### config.mk
export PLATFORM = sky130hd
export DESIGN_NAME = spi_slave_frontend
export DESIGN_NICKNAME = d
export VERILOG_FILES = /design/src/rtl/spi_slave_frontend.sv
export SDC_FILE = /design/constraint.sdc
export NUM_CORES = 1
export LEC_CHECK = 0
export ABC_AREA = 1
export CAP_MARGIN = 10
export CELL_PAD_IN_SITES_DETAIL_PLACEMENT = 1
export CELL_PAD_IN_SITES_GLOBAL_PLACEMENT = 2
export CORE_MARGIN = 2
export CORE_UTILIZATION = 33
export DETAILED_ROUTE_END_ITERATION = 10
export GPL_TIMING_DRIVEN = 1
export MAX_ROUTING_LAYER = met4
export PLACE_DENSITY = 0.82
export SLEW_MARGIN = 25
export SYNTH_ARGS = -nofsm -noshare
export SYNTH_HDL_FRONTEND = slang
export SYNTH_SLANG_ARGS = --single-unit
export TNS_END_PERCENT = 10
### constraint.sdc
create_clock -name i_clk -period 1.9 [get_ports i_clk]
set_input_delay 0.38 -clock i_clk [delete_from_list [all_inputs] [get_ports i_clk]]
set_output_delay 0.38 -clock i_clk [all_outputs]
set_load 0.01 [all_outputs]
### src/rtl/spi_slave_frontend.sv
// SPI mode-0 target front end: synchronises sclk/ncs/di into clk, deserialises MOSI
// bytes into a strobed stream and serialises response bytes onto an idle-high MISO.
module spi_slave_frontend #(
    parameter int unsigned SYNC_STAGES = 2,
    parameter logic [7:0]  IDLE_BYTE   = 8'hFF
) (
    input  logic       i_clk,
    input  logic       i_reset,
    input  logic       i_sclk,
    input  logic       i_ncs,
    input  logic       i_di,
    output logic       o_do,
    output logic [7:0] o_rx_data,
    output logic       o_rx_valid,
    output logic       o_rx_first,
    input  logic [7:0] i_tx_data,
    input  logic       i_tx_valid,
    output logic       o_tx_ack,
    output logic       o_frame_start,
    output logic       o_frame_end,
    output logic       o_frame_abort,
    output logic       o_selected
);

    localparam int unsigned FLUSH_W   = $clog2(SYNC_STAGES + 2);
    localparam int unsigned FLUSH_MAX = SYNC_STAGES + 1;

    typedef enum logic {S_IDLE, S_ACTIVE} state_t;

    logic [SYNC_STAGES-1:0] r_sclk_sync;
    logic [SYNC_STAGES-1:0] r_ncs_sync;
    logic [SYNC_STAGES-1:0] r_di_sync;
    logic                   r_sclk_d;
    logic                   r_ncs_d;
    logic [FLUSH_W-1:0]     r_flush_cnt;
    logic                   r_armed;

    logic w_sclk_s;
    logic w_ncs_s;
    logic w_di_s;
    logic w_sclk_rise;
    logic w_sclk_fall;
    logic w_ncs_rise;
    logic w_ncs_fall;

    state_t     r_state;
    logic [2:0] r_bit_cnt;
    logic [7:0] r_rx_shift;
    logic [7:0] r_tx_shift;
    logic       r_first;
    logic       r_end_pend;
    logic       r_do;
    logic [7:0] r_rx_data;
    logic       r_rx_valid;
    logic       r_rx_first;
    logic       r_tx_ack;
    logic       r_frame_start;
    logic       r_frame_end;
    logic       r_frame_abort;
    logic       r_selected;

    assign w_sclk_s    = r_sclk_sync[SYNC_STAGES-1];
    assign w_ncs_s     = r_ncs_sync[SYNC_STAGES-1];
    assign w_di_s      = r_di_sync[SYNC_STAGES-1];
    assign w_sclk_rise = w_sclk_s & ~r_sclk_d;
    assign w_sclk_fall = ~w_sclk_s & r_sclk_d;
    assign w_ncs_rise  = w_ncs_s & ~r_ncs_d;
    assign w_ncs_fall  = ~w_ncs_s & r_ncs_d;

    // Synchronisers; arming waits for a genuinely high ncs so a frame is never joined mid-way
    always_ff @(posedge i_clk or posedge i_reset) begin
        if (i_reset) begin
            r_sclk_sync <= '0;
            r_ncs_sync  <= '1;
            r_di_sync   <= '0;
            r_sclk_d    <= 1'b0;
            r_ncs_d     <= 1'b1;
            r_flush_cnt <= '0;
            r_armed     <= 1'b0;
        end else begin
            r_sclk_sync <= {r_sclk_sync[SYNC_STAGES-2:0], i_sclk};
            r_ncs_sync  <= {r_ncs_sync[SYNC_STAGES-2:0], i_ncs};
            r_di_sync   <= {r_di_sync[SYNC_STAGES-2:0], i_di};
            r_sclk_d    <= w_sclk_s;
            r_ncs_d     <= w_ncs_s;
            if (r_flush_cnt != FLUSH_W'(FLUSH_MAX)) begin
                r_flush_cnt <= r_flush_cnt + FLUSH_W'(1);
            end else if (w_ncs_s) begin
                r_armed <= 1'b1;
            end
        end
    end

    // Frame FSM, shift registers and registered outputs
    always_ff @(posedge i_clk or posedge i_reset) begin
        if (i_reset) begin
            r_state       <= S_IDLE;
            r_bit_cnt     <= 3'd0;
            r_rx_shift    <= 8'h00;
            r_tx_shift    <= IDLE_BYTE;
            r_first       <= 1'b0;
            r_end_pend    <= 1'b0;
            r_do          <= 1'b1;
            r_rx_data     <= 8'h00;
            r_rx_valid    <= 1'b0;
            r_rx_first    <= 1'b0;
            r_tx_ack      <= 1'b0;
            r_frame_start <= 1'b0;
            r_frame_end   <= 1'b0;
            r_frame_abort <= 1'b0;
            r_selected    <= 1'b0;
        end else begin
            r_rx_valid    <= 1'b0;
            r_tx_ack      <= 1'b0;
            r_frame_start <= 1'b0;
            r_frame_end   <= 1'b0;
            r_frame_abort <= 1'b0;
            r_selected    <= ~w_ncs_s;
            r_do          <= (r_selected && r_state == S_ACTIVE) ? r_tx_shift[7] : 1'b1;
            case (r_state)
                S_IDLE: begin
                    if (r_armed && w_ncs_fall) begin
                        r_state       <= S_ACTIVE;
                        r_frame_start <= 1'b1;
                        r_bit_cnt     <= 3'd0;
                        r_first       <= 1'b1;
                        r_end_pend    <= 1'b0;
                        if (i_tx_valid) begin
                            r_tx_shift <= i_tx_data;
                            r_tx_ack   <= 1'b1;
                        end else begin
                            r_tx_shift <= IDLE_BYTE;
                        end
                    end
                end
                S_ACTIVE: begin
                    if (w_sclk_rise) begin
                        r_rx_shift <= {r_rx_shift[6:0], w_di_s};
                        r_bit_cnt  <= r_bit_cnt + 3'd1;
                        if (r_bit_cnt == 3'd7) begin
                            r_rx_data  <= {r_rx_shift[6:0], w_di_s};
                            r_rx_valid <= 1'b1;
                            r_rx_first <= r_first;
                            r_first    <= 1'b0;
                            if (i_tx_valid) begin
                                r_tx_shift <= i_tx_data;
                                r_tx_ack   <= 1'b1;
                            end else begin
                                r_tx_shift <= IDLE_BYTE;
                            end
                        end
                        // A coincident ncs rise is finished one clk after the byte
                        if (w_ncs_rise) begin
                            r_end_pend <= 1'b1;
                        end
                    end else if (w_ncs_rise || r_end_pend) begin
                        r_state       <= S_IDLE;
                        r_frame_end   <= 1'b1;
                        r_frame_abort <= (r_bit_cnt != 3'd0);
                        r_end_pend    <= 1'b0;
                    end else if (w_sclk_fall && r_bit_cnt != 3'd0) begin
                        r_tx_shift <= {r_tx_shift[6:0], 1'b1};
                    end
                end
                default: r_state <= S_IDLE;
            endcase
        end
    end

    assign o_do          = r_do;
    assign o_rx_data     = r_rx_data;
    assign o_rx_valid    = r_rx_valid;
    assign o_rx_first    = r_rx_first;
    assign o_tx_ack      = r_tx_ack;
    assign o_frame_start = r_frame_start;
    assign o_frame_end   = r_frame_end;
    assign o_frame_abort = r_frame_abort;
    assign o_selected    = r_selected;

endmodule

# ---- After elaboration in Yosys (flattened, before gate mapping)
# Cells that the tools add are included.
dict set report word_totals {
  ff_bits 48
  input_bits 14
  output_inout_bits 16
  wordCells 95
}
dict set report op_classes {
  addsub 2
  n_eq_ne 10
  n_mux 39
  bitwise_logic 10
  n_reduce_logical 12
}
# op n
set ops {}
lappend ops {{8-bit two-way mux} 6}
lappend ops {{1-bit two-way mux} 25}
lappend ops {{8-bit case mux with 2 select lines} 1}
lappend ops {{3-bit by 2-bit != test with 1-bit output (second input constant)} 3}
lappend ops {{3-bit AND reduction} 3}
lappend ops {{1-bit case mux with 2 select lines} 4}
lappend ops {{3-bit two-way mux} 2}
lappend ops {{2-bit != test (second input constant)} 3}
lappend ops {{3-bit != test (second input constant)} 2}
lappend ops {{1-bit NOT} 6}
lappend ops {{3-bit case mux with 2 select lines} 1}
lappend ops {{2-bit AND reduction} 3}
lappend ops {{1-bit AND} 4}
lappend ops {{4-bit AND reduction} 1}
lappend ops {{3-bit by 1-bit adder with 3-bit output (second input constant)} 1}
lappend ops {{3-bit == test (second input constant)} 1}
lappend ops {{1-bit logical AND} 3}
lappend ops {{3-bit nonzero test} 1}
lappend ops {{2-bit by 1-bit adder with 2-bit output (second input constant)} 1}
lappend ops {{2-bit by 1-bit != test with 1-bit output (second input constant)} 1}
lappend ops {{1-bit logical OR} 1}

# ---- Longest topological paths before layout
dict set report depth {
  depth_word 7
  mapped_depth 9
  depth_no_buf 9
}

# ---- Worst setup path after synthesis
# OpenSTA, ideal clock, no wires.
dict set report synth_path {
  kind {register to register}
  start {register r_bit_cnt[0]}
  end {register r_tx_ack (netlist: o_tx_ack)}
  setup_time_ns 0.124
  t_arrival_ns 1.182
  t_required_ns 1.776
  slack_ns 0.593
  path_stages_with_launch 8
  path_buffers 1
  period_less_slack_ns 1.307
  path_cell_list {dfrtp_1 -> ha_1 -> ha_1 -> inv_1 -> nor2_4 -> inv_2 -> buf_6 -> a21oi_2}
}
dict set report synth_between {
  elab_chain_len 4
}
# item line_no
set synth_lines {}
lappend synth_lines {{start: declaration} 47} ;# logic [2:0] r_bit_cnt;
lappend synth_lines {{start signal: assignment} 139} ;# r_bit_cnt <= r_bit_cnt + 3'd1;
lappend synth_lines {{3-bit == test} 140} ;# if (r_bit_cnt == 3'd7) begin
lappend synth_lines {{1-bit two-way mux} 140}
lappend synth_lines {{1-bit two-way mux} 137} ;# if (w_sclk_rise) begin
lappend synth_lines {{1-bit case mux with 2 select lines} 120} ;# case (r_state)
lappend synth_lines {{end signal: assignment} 114} ;# r_tx_ack <= 1'b0;
lappend synth_lines {{end signal: assignment} 130} ;# r_tx_ack <= 1'b1;
lappend synth_lines {{end signal: assignment} 147} ;# r_tx_ack <= 1'b1;
lappend synth_lines {{end: declaration} 56} ;# logic r_tx_ack;
# No other way between the ends.
# A chain may end at the register's enable or synchronous reset.

# ---- Worst setup path in the final report
dict set report layout_path {
  start {register r_do (netlist: o_do)}
  end {output port o_do}
}
# item line_no
set layout_lines {}
lappend layout_lines {{start: declaration} 52} ;# logic r_do;
lappend layout_lines {{start signal: assignment} 119} ;# r_do <= (r_selected && r_state == S_ACTIVE) ? r_tx_shift[7] : 1'b1;
lappend layout_lines {{end: declaration} 12} ;# output logic o_do,
# No word-level cell between the ends.

==> parameters.txt <==
Parameter                              Value

Routing
  Number of detailed-routing iterations run before antenna repair    4
  Detailed-route wire length    between 3000 and 4000 um
  Post-route ant nets    0
  Number of design-rule violations left by the first detailed-router iteration    around 70
  DRC violation count after routing    0
  Per-cell via count in the routed design    around 4.5
  Routed length per placed instance    between 10 and 15 um
  Count of vias placed by the detailed router    1351

Floorplan
  Die Ht    just over 80 um
  Initial cell density of the core    a little over a third
  Boundary Pins    30
  Rows    27
  Die outline area    0.00652 sq mm
  Floorplan Core Area    0.00561 sq mm
  Horizontal die dimension    slightly above 80 um

Clock network
  Level count of the clock H-tree    2
  Clock-pin slew of the registers on the worst-case setup and hold paths    0.08 ns
  TritonCTS Sinks    48
  CTS hold repair buffers    0
  Quantity of gates resized following cts    0
  Count of buffers added by post-CTS timing repair for setup    0
  Buffer type at the clock tree root    clkbuf_8
  Clock insertion delay at the later pin of the skew report    about 0.29 ns
  Max Root-Sink Buffers    2
  CTS tree    done
  Num CTS Buffers    5

Timing
  Worst Setup Slack, final    between 0.15 and 0.2 ns
  RSZ-0062 raised after global routing    no
  Achievable clock frequency    ~0.58 GHz
  Setup violation total in the final timing report    0
  Final Critical Period    1.71 ns
  Setup total negative slack    0 ns
  Least-Margin Pin Slew    0.380 ns
  Final hold slack    0.359 ns
  Final clock period utilization by the worst path    about nine tenths
  Pins Over Slew Limit    0
  Relative slew margins    74.6%
  Final setup skew    about 0.0054 ns
  Number of hold violations in the final report    0

Final layout
  Number of fill cells in the layout    roughly 660
  Nets@finish    about 250
  Number of non-filler instances in the completed layout    approximately 300
  Growth of design area from synthesis to finish    25.7%
  Antenna diode count    0
  Fraction of final layout cells sized beyond drive strength 1    17.4%

Critical path
  Count of buffer and inverter cells on the critical path    1
  Kind of launch point of the worst setup path    flip-flop
  Slowest stage cell, crit path    dfstp_2
  Maximum fanout encountered on the critical timing path    1
  Req. time, crit path    between 1.5 and 2 ns
  Setup CP Type    reg -> out
  Chain of cells forming the critical path    clkdlybuf4s50_1
  Critical path capture point type    output port
  CP delay by family, top    flip-flops
  Arrival time at the worst endpoint    roughly 1.3 ns
  Critical Path Max Stage Delay    0.52 ns

Place
  Post-detailed-placement half-perimeter wirelength    about 2500 um
  Worst slack at placement    about 0.41 ns
  Number of port buffers    29
  Routability-driven placement congestion ratio    around 0.7
  Post-Place Cells    roughly 300

Yosys
  Ys Warns    0
  Syn Inst Count    ~190
  Share of the synthesized area in the top cell type    46.3%
  Post-Syn Area per Cell    approximately 10 sq um
  Largest cells by area after synthesis    dfrtp_1, dfstp_2, nand2_1
  Unique masters post-synth    25
  Netlist Area Pre-Place    0.00194 sq mm
  Number of synthesized register bits    48
  Number of nets produced by synthesis    ~210
  Sequential fraction of the synthesis area    around 63%
  Cell type contributing the most total cell area after synthesis    dfrtp_1

Power and ir drop
  Peak ir drop on the vdd network    around 0.41 mV
  Leakage power of the design    around 0.0011 uW
  Overall power of the completed layout    ~2900 uW
  Cell area power density    between 1000 and 1500 mW/mm^2

Run
  Max cap viols    0

Worst hold path
  Class of the tightest hold or removal check    reg -> reg

Run status
  Outcome    finished clean

Global route
  Number of antenna violations at the first check in global routing    0
  First-pass GRT wire length    6510 um
  Leftover overflow at the end of global routing    0
  Number of global-route vias before repair    between 1k and 1.5k
  GR Util All Layers    13.4%
  Pin count of the biggest net entering global routing    49
## sequential cells by signal (all words and copies together) (netlist names), 2 cells and up
name         flops
o_rx_data        8
r_tx_shift       8
r_rx_shift       7
r_bit_cnt        3
r_di_sync        2
r_flush_cnt      2
r_ncs_sync       2
r_sclk_sync      2
## worst paths after layout
path                               startpoint            end  slack (ns)  cells after the start
worst max register to register   r_bit_cnt[0]   o_rx_data[4]        0.39                      7
worst max-delay path                     o_do           o_do        0.19                      1
max in group asynchronous             i_reset        r_ncs_d        1.18                      3
worst min-delay path            r_ncs_sync[0]  r_ncs_sync[1]        0.36                      0
min in group asynchronous             i_reset   r_di_sync[0]        0.43                      3
worst min register to register  r_ncs_sync[0]  r_ncs_sync[1]        0.36                      0
## Yosys cell counts
cell type	count
inv_4	1
inv_1	21
o21ai_0	12
xnor2_1	1
o21ai_1	6
inv_2	1
clkbuf_1	1
o211ai_1	1
nor2_4	1
o21ai_2	8
a21o_1	1
nor2_1	7
and3_1	1
nand3_1	8
mux2_2	1
buf_6	1
a21oi_4	1
nand2_2	2
nand2_1	63
nand3_2	1
nand2_4	1
dfstp_2	12
dfrtp_1	36
ha_1	4
a21oi_2	1
## layer usage
layer  track usage [%]  routed length, um  up-vias
li1                  -                  -      678
met1              18.6               1900      648
met2              19.7               1720       20
met3              2.33                127        5
met4              5.08                 51        0
met5                 -                  0        -
## power breakdown
part	total (uW)	internal, uW	leakage [uW]	switching, uW
clock	723	391	0.0000552	332
combinational	714	263	0.000509	451
sequential	1420	1300	0.000584	115
## cell usage in the layout (no fill, tap or decap)
cell	instances
nand3_1	8
o21ai_1	6
nand2_4	1
o21ai_0	12
inv_4	1
clkdlybuf4s50_1	29
inv_2	2
inv_1	20
a21oi_4	1
clkbuf_8	5
o211ai_1	1
mux2_2	1
dfstp_2	12
bufinv_16	1
and3_1	1
dfrtp_1	36
o21ai_2	8
clkbuf_1	1
clkinv_2	1
a21o_1	1
buf_12	1
a21oi_2	1
nand2_2	2
ha_1	4
nand2_1	63
buf_4	1
nor2_4	1
nand3_2	1
nor2_1	7
xnor2_1	1
## cell families (layout without fill, tap and decap cells)
| logic type | count (synthesis) | count (layout) | share of synthesized area [%] |
|---|---|---|---|
| fa+ha+maj | 4 | 4 | 2.57 |
| flops | 48 | 48 | 62.5 |
| compound gates | 30 | 30 | 10.3 |
| xor+xnor | 1 | 1 | 0.451 |
| mux | 1 | 1 | 0.579 |
| simple gates | 84 | 84 | 18.2 |
| buf+inv | 25 | 62 | 5.34 |
## through the flow
| stage | area [sq um] | util (%) |
|---|---|---|
| floorplan | 1940 | - |
| global placement | 2340 | 41.7 |
| detailed placement | 2340 | 41.7 |
| CTS | 2440 | 43.6 |
| global route | 2440 | 43.6 |
| finish | 2440 | 43.6 |
## layout make-up
class / instances / area, sq um / share of cell area [%]
Inverter: 23 / 88.8 / 3.63
Sequential cell: 48 / 1220 / 49.7
Timing Repair Buffer: 31 / 318 / 13.0
Clock inverter: 2 / 35.0 / 1.43
Multi-Input combinational cell: 120 / 624 / 25.5
Tap cell: 72 / 90.1 / 3.68
Clock buffer: 6 / 72.6 / 2.97
Power figures use the tool's default switching activity.
